==> config.mk <==
export PLATFORM = sky130hd
export DESIGN_NAME = imem_loader
export DESIGN_NICKNAME = d
export VERILOG_FILES = /design/src/rtl/imem_loader_pkg.sv /design/src/rtl/byte_packer.sv /design/src/rtl/imem_loader.sv
export SDC_FILE = /design/constraint.sdc
export NUM_CORES = 1
export LEC_CHECK = 0
export BUFFER_PORTS_ARGS = -buffer_cell sky130_fd_sc_hd__buf_2
export CORE_MARGIN = 5
export CORE_UTILIZATION = 25
export DETAILED_ROUTE_END_ITERATION = 10
export REMOVE_ABC_BUFFERS = 1
export SETUP_SLACK_MARGIN = 0.05
export SLEW_MARGIN = 0
export SYNTH_ARGS = -nofsm -noshare
export SYNTH_HDL_FRONTEND = slang
export SYNTH_HIERARCHICAL = 1
export SYNTH_SLANG_ARGS = --single-unit
==> constraint.sdc <==
create_clock -name clk -period 3.89 [get_ports clk]
set_clock_uncertainty 0.05 [all_clocks]
set_input_delay 0.9725 -clock clk [delete_from_list [all_inputs] [get_ports clk]]
set_output_delay 0.9725 -clock clk [all_outputs]
set_load 0.02 [all_outputs]
==> src/rtl/imem_loader_pkg.sv <==
// imem_loader_pkg: shared state encoding and default geometry for the imem loader.
package imem_loader_pkg;
    localparam int ADDR_W_DEF = 8;
    localparam int CNT_W_DEF = 16;
    localparam int BYTES_PER_WORD = 4;
    localparam int IDX_W = $clog2(BYTES_PER_WORD);
    typedef enum logic [2:0] {LEN0, LEN1, LOAD, CSUM, DONE, ERR} state_t;
endpackage

==> src/rtl/byte_packer.sv <==
// byte_packer: assembles little-endian bytes into a 32-bit word, pulsing word_valid after the last byte.
module byte_packer
    import imem_loader_pkg::*;
(
    input  logic             clk,
    input  logic             reset,
    input  logic             clear,
    input  logic             en,
    input  logic [7:0]       din,
    output logic [31:0]      word,
    output logic             word_valid,
    output logic [IDX_W-1:0] idx
);
    always_ff @(posedge clk) begin
        if (reset || clear) begin
            word <= '0;
            word_valid <= 1'b0;
            idx <= '0;
        end else begin
            word_valid <= en && idx == IDX_W'(BYTES_PER_WORD - 1);
            if (en) begin
                word[{idx, 3'b000} +: 8] <= din;
                idx <= idx + 1'b1;
            end
        end
    end
endmodule

==> src/rtl/imem_loader.sv <==
// imem_loader: streams a length-prefixed little-endian program into imem, holding the CPU in reset until done.
// Define IMEM_LOADER_CHECKSUM_EN to require a trailing XOR checksum byte over the payload.
module imem_loader
    import imem_loader_pkg::*;
#(
    parameter int ADDR_W = ADDR_W_DEF,
    parameter int CNT_W = CNT_W_DEF
) (
    input  logic              clk,
    input  logic              reset,
    input  logic [7:0]        rx_data,
    input  logic              rx_valid,
    output logic              rx_ready,
    input  logic              start,
    output logic              imem_we,
    output logic [ADDR_W-1:0] imem_addr,
    output logic [31:0]       imem_wdata,
    output logic              cpu_reset,
    output logic              load_done,
    output logic              load_err
);
    localparam logic [CNT_W:0] DEPTH = (CNT_W + 1)'(1 << ADDR_W);
`ifdef IMEM_LOADER_CHECKSUM_EN
    localparam state_t FIN = CSUM;
`else
    localparam state_t FIN = DONE;
`endif
    state_t state, nxt;
    logic [CNT_W-1:0] cnt, len;
    logic [ADDR_W:0] wcnt;
    logic [IDX_W-1:0] idx;
    logic accept, restart, last, pk_en;
    assign accept = rx_valid && rx_ready;
    assign restart = start && (state == DONE || state == ERR);
    assign pk_en = accept && state == LOAD;
    assign len = CNT_W'({rx_data, cnt[7:0]});
    assign last = (CNT_W'(wcnt) + CNT_W'(1)) == cnt;
    // the counter reaches DEPTH after the final write; hold the address at the top word
    assign imem_addr = wcnt[ADDR_W] ? '1 : wcnt[ADDR_W-1:0];
    assign cpu_reset = state != DONE;
    assign load_done = state == DONE;
    assign load_err = state == ERR;
    byte_packer u_packer (
        .clk(clk),
        .reset(reset),
        .clear(restart),
        .en(pk_en),
        .din(rx_data),
        .word(imem_wdata),
        .word_valid(imem_we),
        .idx(idx)
    );
`ifdef IMEM_LOADER_CHECKSUM_EN
    logic [7:0] csum;
    always_ff @(posedge clk) begin
        if (reset || restart) csum <= '0;
        else if (pk_en) csum <= csum ^ rx_data;
    end
`endif
    always_ff @(posedge clk) begin
        if (reset) state <= LEN0;
        else state <= nxt;
    end
    always_comb begin
        nxt = state;
        case (state)
            LEN0: nxt = accept ? LEN1 : LEN0;
            LEN1: nxt = !accept ? LEN1 : len == '0 ? FIN : {1'b0, len} > DEPTH ? ERR : LOAD;
            LOAD: nxt = imem_we && last ? FIN : LOAD;
`ifdef IMEM_LOADER_CHECKSUM_EN
            CSUM: nxt = !accept ? CSUM : rx_data == csum ? DONE : ERR;
`endif
            DONE, ERR: nxt = start ? LEN0 : state;
            default: nxt = LEN0;
        endcase
    end
    always_ff @(posedge clk) begin
        if (reset || restart) begin
            cnt <= '0;
            wcnt <= '0;
        end else begin
            if (accept && state == LEN0) cnt[7:0] <= rx_data;
            if (accept && state == LEN1) cnt <= len;
            if (imem_we) wcnt <= wcnt + 1'b1;
        end
        // the write cycle after each completed word never accepts a byte
        rx_ready <= !reset && (nxt inside {LEN0, LEN1, LOAD, CSUM})
                    && !(pk_en && idx == IDX_W'(BYTES_PER_WORD - 1));
    end
endmodule

==> results.cfg, run 1 <==
[placement]
placed_cells = 527
placed_standard_cell_area_sq_um = 3390
post-dp-hpwl_microns = 5540
gp_congestion = 0.762
port_buffers = 56
post-place-ws_ns = 1.14

[floorplanning]
floorplan.die.width_microns = 120
rows = 40
area_of_the_core_region_sq_um = 12000
top_ports = 57
area_enclosed_by_the_die_boundary_sq_um = 14500
die-height_microns = 120
initial_core_util_pct = 25.5

[clock_tree]
clock-root-buffer = sky130_fd_sc_hd__clkbuf_16
clock_tree_buffer_depth = 2
tritoncts = built
post_cts_repair_resize_count = 0
post_cts_hold_buffer_count = 0
clock_sinks = 64
worst_skew_pair.late_latency_ns = 0.33
cts-buffers-inserted = 9
clk_pin_slew_worst_paths_ns = 0.06
htree_num_levels = 3
postCtsSetupRepairBufs = 0

[timing]
rsz0062_at_grt = false
worst_slew_pin_slew_ns = 0.758
max-slew-margin-rel_pct = 49.1
max_clock_freq_ghz = 0.394
period_share_pct = 65.3
setup_viol_count_final = 0
finalHoldViolations = 0
finalWorstPathRequiredPeriod_ns = 2.54
timing.final.max_slew_violations = 0
hold_slack_ns = 0.400
post-route-worst-setup-slack_ns = 1.35

[synthesis]
yosys_warnings = 6
ys_types = 53
synth-edff-count = 0
synthTopCellsByArea = sky130_fd_sc_hd__dfxtp_1 42%, sky130_fd_sc_hd__mux2i_1 5.6%, sky130_fd_sc_hd__nand4_1 5.5%, sky130_fd_sc_hd__a21oi_1 5.4%, sky130_fd_sc_hd__nor2_1 4.8%
synth_top_cell_by_area = sky130_fd_sc_hd__dfxtp_1
syn-cell-area_sq_um = 3050
syn_avg_cell_area_sq_um = 8.70
synthFlopType = sky130_fd_sc_hd__dfxtp_1
synthesis.instances = 350
synthDominantCellAreaShare_pct = 42.1
fraction_of_registers_with_async_set_or_reset_after_synthesis_pct = 0
postSynthRegisterBits = 64
ys_seq_area_share_pct = 42.1

[grt]
antenna_found_initial = 0
first_global_vias = 2428
grt_util_met1_pct = 13.9
globalRoute.busiestLayer = met2
globalRouteMet3Util_pct = 3.65
groute.layer.met2.usage_pct = 16.7
largest_net_degree_at_the_start_of_global_routing = 36
grt_overflow_total = 0
grt_pass1_wl_microns = 12600
groute.usage.overall_pct = 10.8

[route]
drt-vias-per-instance = 4.92
vias = 2673
postRouteAntennaNets = 0
drt-initial-drc-count = 174
length_of_the_first_detailed_routing_pass_in_iterations = 4
wl_microns = 7920
routed_wire_length_per_instance_microns = 14.6
post-route-drc-count = 0

[finish]
drive_above_1_share_pct = 22.5
layout.cells.most_common = sky130_fd_sc_hd__dfxtp_1
num-nets-final = 409
mostFrequentLayoutCells = 64 x sky130_fd_sc_hd__dfxtp_1, 56 x sky130_fd_sc_hd__buf_2, 39 x sky130_fd_sc_hd__nor2_1
filler_cell_count = 1223
n_antenna_cell = 0
stdcell_area_sq_um = 3710
synthToLayoutAreaGrowth_pct = 21.9
post_layout_nonfiller_instances = 543

[worst_hold_path]
worst_hold_path_type = reg2reg
hold_path_depth = 2
worstHoldEndpoint = u_packer/word[16]
min_delay_src = u_packer/word[16]

[setup_path]
cp_data_arrival_time_ns = 2.74
endpoint_kind = register
critical_path_required_ns = 4.09
reg2reg_start = u_packer/idx[0]
depth_of_the_worst_register_to_register_path = 5
reg2reg_slack_ns = 1.35
start_kind = register
reg2reg_to = u_packer/word[18]
criticalPathCategory = reg2reg
worst-path-max-fanout = 16

[pwr]
p_total_w = 0.00161
vdd.ir_drop.worst_v = 0.000199
static-leakage-power_nw = 1.49
power.density_nw_per_um2 = 433

[run_status]
result_of_the_run = finished clean

[job]
timing.max_cap.violations = 0
## layout make-up
class	count	area, sq um	area share (%)
clock inverter	6	92.6	2.49
sequential	64	1280	34.5
tap	147	184	4.95
inverter	4	15.0	0.404
multi-input combinational	255	1620	43.7
clock buffer	10	229	6.17
timing repair buffer	57	288	7.75
## metal layers
metal  part of all wire, %  vias to the layer above
li1                      -                     1333
met1                    45                     1276
met2                    47                       53
met3                   6.3                       11
met4                   1.7                        0
met5                     0                        -
## worst max-delay path, stage by stage (launching register included)
cell	delay (ns)
sky130_fd_sc_hd__dfxtp_1	0.52
sky130_fd_sc_hd__clkinv_1	0.38
sky130_fd_sc_hd__ha_1	0.46
sky130_fd_sc_hd__and4bb_1	0.72
sky130_fd_sc_hd__nand4_1	0.16
sky130_fd_sc_hd__a21oi_1	0.16
## kinds of logic (layout without fill, tap and decap cells)
logic type / Yosys count / count (layout) / share of synthesized area (%)
flops: 64 / 64 / 42.1
buf+inv: 31 / 77 / 4.85
xor+xnor: 16 / 16 / 4.60
compound gates: 60 / 60 / 12.3
mux: 17 / 17 / 5.59
fa+ha+maj: 6 / 6 / 2.47
simple gates: 156 / 156 / 28.1
## through the flow
stage | util [%] | setup TNS (ns)
floorplan | - | -4.26
CTS | 31.0 | 0
global placement | 28.3 | 0
finish | 31.0 | 0
global route | 31.0 | 0
detailed placement | 28.3 | 0
## worst max path at each step
stage / startpoint / end / slack [ns] / cells past startpoint
after floorplan: rx_valid / u_packer/word[10] / -0.17 / 5
after global placement: rx_valid / u_packer/word[16] / 1.21 / 7
after detailed placement: rx_valid / u_packer/word[18] / 1.14 / 7
after CTS: u_packer/idx[0] / u_packer/word[18] / 1.38 / 5
after global routing: u_packer/idx[0] / u_packer/word[17] / 1.12 / 5
final: u_packer/idx[0] / u_packer/word[18] / 1.35 / 5
## flip-flops by register name, summed over array words and instances, names as in the netlist
register / flops
rx_ready: 1
state: 3
u_packer/word_valid: 1
cnt: 16
wcnt: 9
u_packer/idx: 2
u_packer/word: 32
## where the power goes
part | leakage [nW] | switching (W) | internal, W
Sequential | 0.517 | 0.00000854 | 0.000664
Combinational | 0.827 | 0.0000478 | 0.0000274
Clock | 0.149 | 0.000297 | 0.000564
## cell usage after synthesis, types with 2 or more instances
master,instances
sky130_fd_sc_hd__and3_1,3
sky130_fd_sc_hd__or2_2,10
sky130_fd_sc_hd__mux2i_1,17
sky130_fd_sc_hd__nor4b_1,2
sky130_fd_sc_hd__clkbuf_1,13
sky130_fd_sc_hd__nor2_1,39
sky130_fd_sc_hd__or3_1,3
sky130_fd_sc_hd__buf_6,2
sky130_fd_sc_hd__o21ai_0,4
sky130_fd_sc_hd__xnor2_1,7
sky130_fd_sc_hd__and2_1,4
sky130_fd_sc_hd__or4_1,3
sky130_fd_sc_hd__and4_1,3
sky130_fd_sc_hd__nor4_1,3
sky130_fd_sc_hd__nand2_1,34
sky130_fd_sc_hd__a31oi_1,3
sky130_fd_sc_hd__buf_2,9
sky130_fd_sc_hd__inv_1,3
sky130_fd_sc_hd__nand3_1,7
sky130_fd_sc_hd__nor3_1,3
sky130_fd_sc_hd__nand4_1,27
sky130_fd_sc_hd__ha_1,6
sky130_fd_sc_hd__a21oi_1,33
sky130_fd_sc_hd__a32oi_1,8
sky130_fd_sc_hd__nor2b_1,2
sky130_fd_sc_hd__nand2b_1,4
sky130_fd_sc_hd__dfxtp_1,64
sky130_fd_sc_hd__xor2_1,9
No activity file was read; power rests on OpenSTA's default activity.
==> run 2: changes to the inputs <==
ABC_AREA = 1   (was unset)
clock period = 2.1 ns   (was 3.89 ns; I/O delays follow)
==> results.cfg, run 2 <==
[run_status]
result_of_the_run = finished clean

[synthesis]
ys_types = 27
synth-edff-count = 0
synthesis.instances = 470
synthTopCellsByCount = 117 x sky130_fd_sc_hd__nand2_1, 64 x sky130_fd_sc_hd__dfxtp_1, 58 x sky130_fd_sc_hd__a21oi_1
synthDominantCellAreaShare_pct = 40.4
synthFlopType = sky130_fd_sc_hd__dfxtp_1
synthMostInstantiatedCell = sky130_fd_sc_hd__nand2_1
syn-cell-area_sq_um = 3170
syn_avg_cell_area_sq_um = 6.74
synth_top_cell_by_area = sky130_fd_sc_hd__dfxtp_1
fraction_of_registers_with_async_set_or_reset_after_synthesis_pct = 0
postSynthRegisterBits = 64
synthTopCellsByArea = sky130_fd_sc_hd__dfxtp_1 40%, sky130_fd_sc_hd__nand2_1 14%, sky130_fd_sc_hd__a21oi_1 9.2%, sky130_fd_sc_hd__nand3_1 6.8%, sky130_fd_sc_hd__inv_1 6.5%
ys_seq_area_share_pct = 40.4
yosys_warnings = 6

[timing]
setup_viol_count_final = 0
finalHoldViolations = 0
max_clock_freq_ghz = 0.536
timing.final.max_slew_violations = 0
hold_slack_ns = 0.412
fin_tns_setup_ns = 0
finalWorstPathRequiredPeriod_ns = 1.87
worst_slew_pin_slew_ns = 0.597
post-route-worst-setup-slack_ns = 0.233
rsz0062_at_grt = false
max-slew-margin-rel_pct = 60.2
period_share_pct = 88.9

[finish]
post_layout_nonfiller_instances = 708
synthToLayoutAreaGrowth_pct = 24.5
layout_top_registers = u_packer/word x32, cnt x16, wcnt x9
largest_reg_flops = 32
layout.cells.most_common = sky130_fd_sc_hd__nand2_1
multi_input_comb_area_sq_um = 1620
n_antenna_cell = 0
mostFrequentLayoutCells = 117 x sky130_fd_sc_hd__nand2_1, 63 x sky130_fd_sc_hd__dfxtp_1, 58 x sky130_fd_sc_hd__a21oi_1
sequential_cell_area_sq_um = 1280
filler_cell_count = 1375
drive_above_1_share_pct = 18.7
num-nets-final = 549
regMostFlops = u_packer/word

[clock_tree]
cts-buffers-inserted = 9
clock-root-buffer = sky130_fd_sc_hd__clkbuf_16
tritoncts = built
worst_skew_pair.late_latency_ns = 0.33
post_cts_repair_resize_count = 0
htree_num_levels = 3
clk_pin_slew_worst_paths_ns = 0.05
postCtsSetupRepairBufs = 0
clock_sinks = 64
post_cts_hold_buffer_count = 0
clock_tree_buffer_depth = 2

[placement]
post-place-ws_ns = 0.291
post-dp-hpwl_microns = 6760
port_buffers = 56
placed_cells = 692
gp_congestion = 0.843

[setup_path]
worst-path-max-fanout = 7
criticalPathCategory = reg2out
start_kind = register
crit_path_cell_trace = nor2_1 > inv_1 > nor2_2 > inv_1 > buf_2
worst_path_max_delay_cell = sky130_fd_sc_hd__dfxtp_1
critical_path_required_ns = 1.52
critical-path-max-stage-delay_ns = 0.38
most_frequent_cp_cell = sky130_fd_sc_hd__inv_1
endpoint_kind = output pin
cp_data_arrival_time_ns = 1.29

[floorplanning]
floorplan.die.width_microns = 123
die-height_microns = 123
area_enclosed_by_the_die_boundary_sq_um = 15000
rows = 41
top_ports = 57
area_of_the_core_region_sq_um = 12500
initial_core_util_pct = 25.3

[route]
vias = 3141
length_of_the_first_detailed_routing_pass_in_iterations = 8
routed_wire_length_per_instance_microns = 12.2
post-route-drc-count = 0
wl_microns = 8620
drt-initial-drc-count = 222
postRouteAntennaNets = 0
drt-vias-per-instance = 4.44

[pwr]
static-leakage-power_nw = 1.75
power.density_nw_per_um2 = 723
p_total_w = 0.00285
vdd.ir_drop.worst_v = 0.000400

[job]
timing.max_cap.violations = 0

[grt]
largest_net_degree_at_the_start_of_global_routing = 26
first_global_vias = 2935
grt_pass1_wl_microns = 14000
grt_util_met1_pct = 14.9
antenna_found_initial = 0
groute.usage.overall_pct = 11.6
globalRouteMet3Util_pct = 3.27
globalRoute.busiestLayer = met2
groute.layer.met2.usage_pct = 18.9
grt_overflow_total = 0

[worst_hold_path]
worst_hold_path_type = reg2reg
run 2: cell type report:
cell class / count / share of cell area (%)
Multi-Input combinational cell: 336 / 41.0
Clock inverter: 5 / 1.46
Clock buffer: 11 / 5.90
Sequential cell: 64 / 32.5
Timing Repair Buffer: 61 / 8.06
Inverter: 59 / 5.62
Tap cell: 172 / 5.46
run 2: worst max-delay path, delay by kind of cell, from the launching register on:
kind                   cells  cell delay, ns
buffers and inverters      3            0.29
flip-flops                 1            0.38
AND/OR/NAND/NOR            2            0.30
run 2: logic make-up after synthesis:
| group | Yosys count | share of synthesized area, % |
|---|---|---|
| compound gates | 100 | 16.6 |
| fa+ha+maj | 6 | 2.37 |
| buf+inv | 70 | 8.61 |
| flops | 64 | 40.4 |
| simple gates | 230 | 32.0 |
run 2: worst paths after layout:
check | start | endpoint | slack, ns | depth (start not counted)
max | state[1] | cpu_reset | 0.23 | 5
min | u_packer/word[2] | u_packer/word[2] | 0.41 | 2
max reg2reg | u_packer/idx[0] | u_packer/word[27] | 0.29 | 7
min reg2reg | u_packer/word[2] | u_packer/word[2] | 0.41 | 2
run 2: per-layer routing:
metal	vias to the layer above	wire length, microns
met2	85	3940
met1	1402	4010
met5	-	0
met4	0	134
li1	1644	-
met3	10	539
run 2: through the flow:
stage	cell area, sq um	utilization (%)
6_report	3940	31.5
5_1_grt	3940	31.5
4_1_cts	3940	31.5
3_5_place_dp	3650	29.2
3_3_place_gp	3650	29.2
2_1_floorplan	3120	-
run 2: power by group:
group / switching (W) / total, W / internal [W]
Sequential: 0.0000177 / 0.00125 / 0.00124
Clock: 0.000527 / 0.00144 / 0.000916
Combinational: 0.000104 / 0.000154 / 0.0000505
==> run 3: changes to the inputs <==
CELL_PAD_IN_SITES_DETAIL_PLACEMENT = 1   (was unset)
CELL_PAD_IN_SITES_GLOBAL_PLACEMENT = 2   (was unset)
PLACE_DENSITY_LB_ADDON = 0.1   (was unset)
==> results.cfg, run 3 (synthesis results as in run 2) <==
[clock_tree]
clock-root-buffer = sky130_fd_sc_hd__clkbuf_16
post_cts_hold_buffer_count = 0
clock_tree_buffer_depth = 2
clk_pin_slew_worst_paths_ns = 0.05
tritoncts = built
clock_sinks = 64
postCtsSetupRepairBufs = 0
cts-buffers-inserted = 9
worst_skew_pair.late_latency_ns = 0.33
htree_num_levels = 3

[floorplanning]
top_ports = 57
area_of_the_core_region_sq_um = 12500
die-height_microns = 123
area_enclosed_by_the_die_boundary_sq_um = 15000
floorplan.die.width_microns = 123
initial_core_util_pct = 25.3
rows = 41

[route]
met1_wirelength_microns = 4690
drt-initial-drc-count = 87
post-route-drc-count = 0
routed_wire_length_per_instance_microns = 14.7
wl_microns = 10400
route.top_layer_used = met4
drt-vias-per-instance = 4.50
postRouteAntennaNets = 0
routed-wl-met3_microns = 345
length_of_the_first_detailed_routing_pass_in_iterations = 6
vias = 3200
met2RoutedLength_microns = 5260

[timing]
fin_tns_setup_ns = 0
max_clock_freq_ghz = 0.537
timing.final.max_slew_violations = 0
worst_slew_pin_slew_ns = 0.478
max-slew-margin-rel_pct = 68.1
finalWorstPathRequiredPeriod_ns = 1.86
rsz0062_at_grt = false
finalHoldViolations = 0
period_share_pct = 88.7
setup_viol_count_final = 0

[grt]
groute.usage.overall_pct = 14.8
largest_net_degree_at_the_start_of_global_routing = 26
first_global_vias = 3340
grt_overflow_total = 0
antenna_found_initial = 0
grt_pass1_wl_microns = 17000

[pwr]
pwr-share-seq_pct = 44.4
vdd.ir_drop.worst_v = 0.000295
power.density_nw_per_um2 = 710
p_total_w = 0.00282
switching_power_w = 0.000681
p_int_w = 0.00214
static-leakage-power_nw = 1.78
p_comb_share_pct = 6.1
share_clk_of_total_power_pct = 49.5
power_switching_share_pct = 24.1

[worst_hold_path]
worst_hold_path_type = reg2reg
hold_path_depth = 2
worstHoldEndpoint = u_packer/word[0]
min_delay_src = u_packer/word[0]

[setup_path]
reg2reg_start = wcnt[0]
worst-path-buf-inv = 3
most_frequent_cp_cell = sky130_fd_sc_hd__inv_1
crit_path_start = state[1]
start_kind = register
criticalPathCategory = reg2out
depth_of_the_worst_register_to_register_path = 10
reg2reg_to = rx_ready
critical_path_required_ns = 1.52
reg2reg_slack_ns = 0.31
crit_path_cell_trace = nor2_1 > inv_1 > nor2_2 > inv_1 > buf_2
worst-path-max-fanout = 7
worst_path_max_delay_cell = sky130_fd_sc_hd__dfxtp_1
endpoint_kind = output pin
critical-path-max-stage-delay_ns = 0.38
family_with_the_most_delay_on_the_worst_path = flip-flops
cp_data_arrival_time_ns = 1.29

[finish]
num-nets-final = 553
regMostFlops = u_packer/word
drive_above_1_share_pct = 20.0
synthToLayoutAreaGrowth_pct = 25.6
n_antenna_cell = 0
multi_input_comb_area_sq_um = 1620
sequential_cell_area_sq_um = 1280
layout.cells.most_common = sky130_fd_sc_hd__nand2_1
mostFrequentLayoutCells = 117 x sky130_fd_sc_hd__nand2_1, 61 x sky130_fd_sc_hd__dfxtp_1, 58 x sky130_fd_sc_hd__a21oi_1
layout_top_registers = u_packer/word x32, cnt x16, wcnt x9
largest_reg_flops = 32
filler_cell_count = 1606

[placement]
gp_congestion = 0.767
post-dp-hpwl_microns = 8080
port_buffers = 56

[run_status]
result_of_the_run = finished clean

[job]
timing.max_cap.violations = 0
==> run 3: cell types whose count changed in the layout (fill, tap and decap cells not counted), moves of 2 or more <==
cell                         delta
sky130_fd_sc_hd__buf_4          +3
sky130_fd_sc_hd__dfxtp_1        -2
sky130_fd_sc_hd__clkbuf_8       +2
sky130_fd_sc_hd__clkinvlp_4     -2
sky130_fd_sc_hd__dfxtp_2        +2
==> run 3: worst max-delay path by stage <==
stage	slack [ns]	endpoint	cells past startpoint
2_1_floorplan	0.24	u_packer/word[26]	6
3_3_place_gp	0.19	rx_ready	10
3_5_place_dp	0.15	rx_ready	10
4_1_cts	0.13	rx_ready	10
5_1_grt	0.09	cpu_reset	6
6_report	0.24	cpu_reset	5
==> run 3: per-layer routing <==
metal	GRT usage, %	vias up
li1	-	1649
met1	18.0	1485
met2	25.7	55
met3	3.00	11
met4	5.25	0
met5	0	-
==> run 3: power by group through the flow <==
stage               Clock [W]  Sequential (W)  Combinational, W
global placement            0         0.00128          0.000174
detailed placement          0         0.00128          0.000176
floorplan                   0         0.00127          0.000101
CTS                   0.00144         0.00125          0.000176
global route          0.00149         0.00126          0.000196
finish                0.00140         0.00125          0.000172
==> run 3: layout make-up <==
| class | count | share of cell area, % |
|---|---|---|
| flip-flops and latches | 64 | 32.3 |
| inverters | 59 | 5.57 |
| multi-input cells | 336 | 40.8 |
| repair buffers | 65 | 9.06 |
| clock inverters | 3 | 0.440 |
| well taps | 172 | 5.41 |
| clock buffers | 12 | 6.45 |
==> run 3: through the flow <==
stage | hold WS [ns] | area, sq um | util (%) | worst slack, ns | cells
2_1_floorplan | 0.440 | 3120 | - | 0.237 | 459
3_3_place_gp | 0.403 | 3690 | 29.5 | 0.193 | 696
3_5_place_dp | 0.406 | 3690 | 29.5 | 0.154 | 696
4_1_cts | 0.414 | 3970 | 31.7 | 0.132 | 711
5_1_grt | 0.437 | 3980 | 31.8 | 0.0913 | 711
6_report | 0.411 | 3980 | 31.8 | 0.237 | 711
==> run 3: what timing repair did <==
item / 4_1_cts / 5_1_grt
setup endpoints to repair: 0 / 5
resized for setup: 0 / 6
hold endpoints to repair: 0 / 0
==> run 3: worst min-delay path, cell delays in order, from the launching register on <==
cell and delay [ns]:
sky130_fd_sc_hd__dfxtp_1 0.30, sky130_fd_sc_hd__nand2_1 0.06, sky130_fd_sc_hd__a21oi_1 0.05
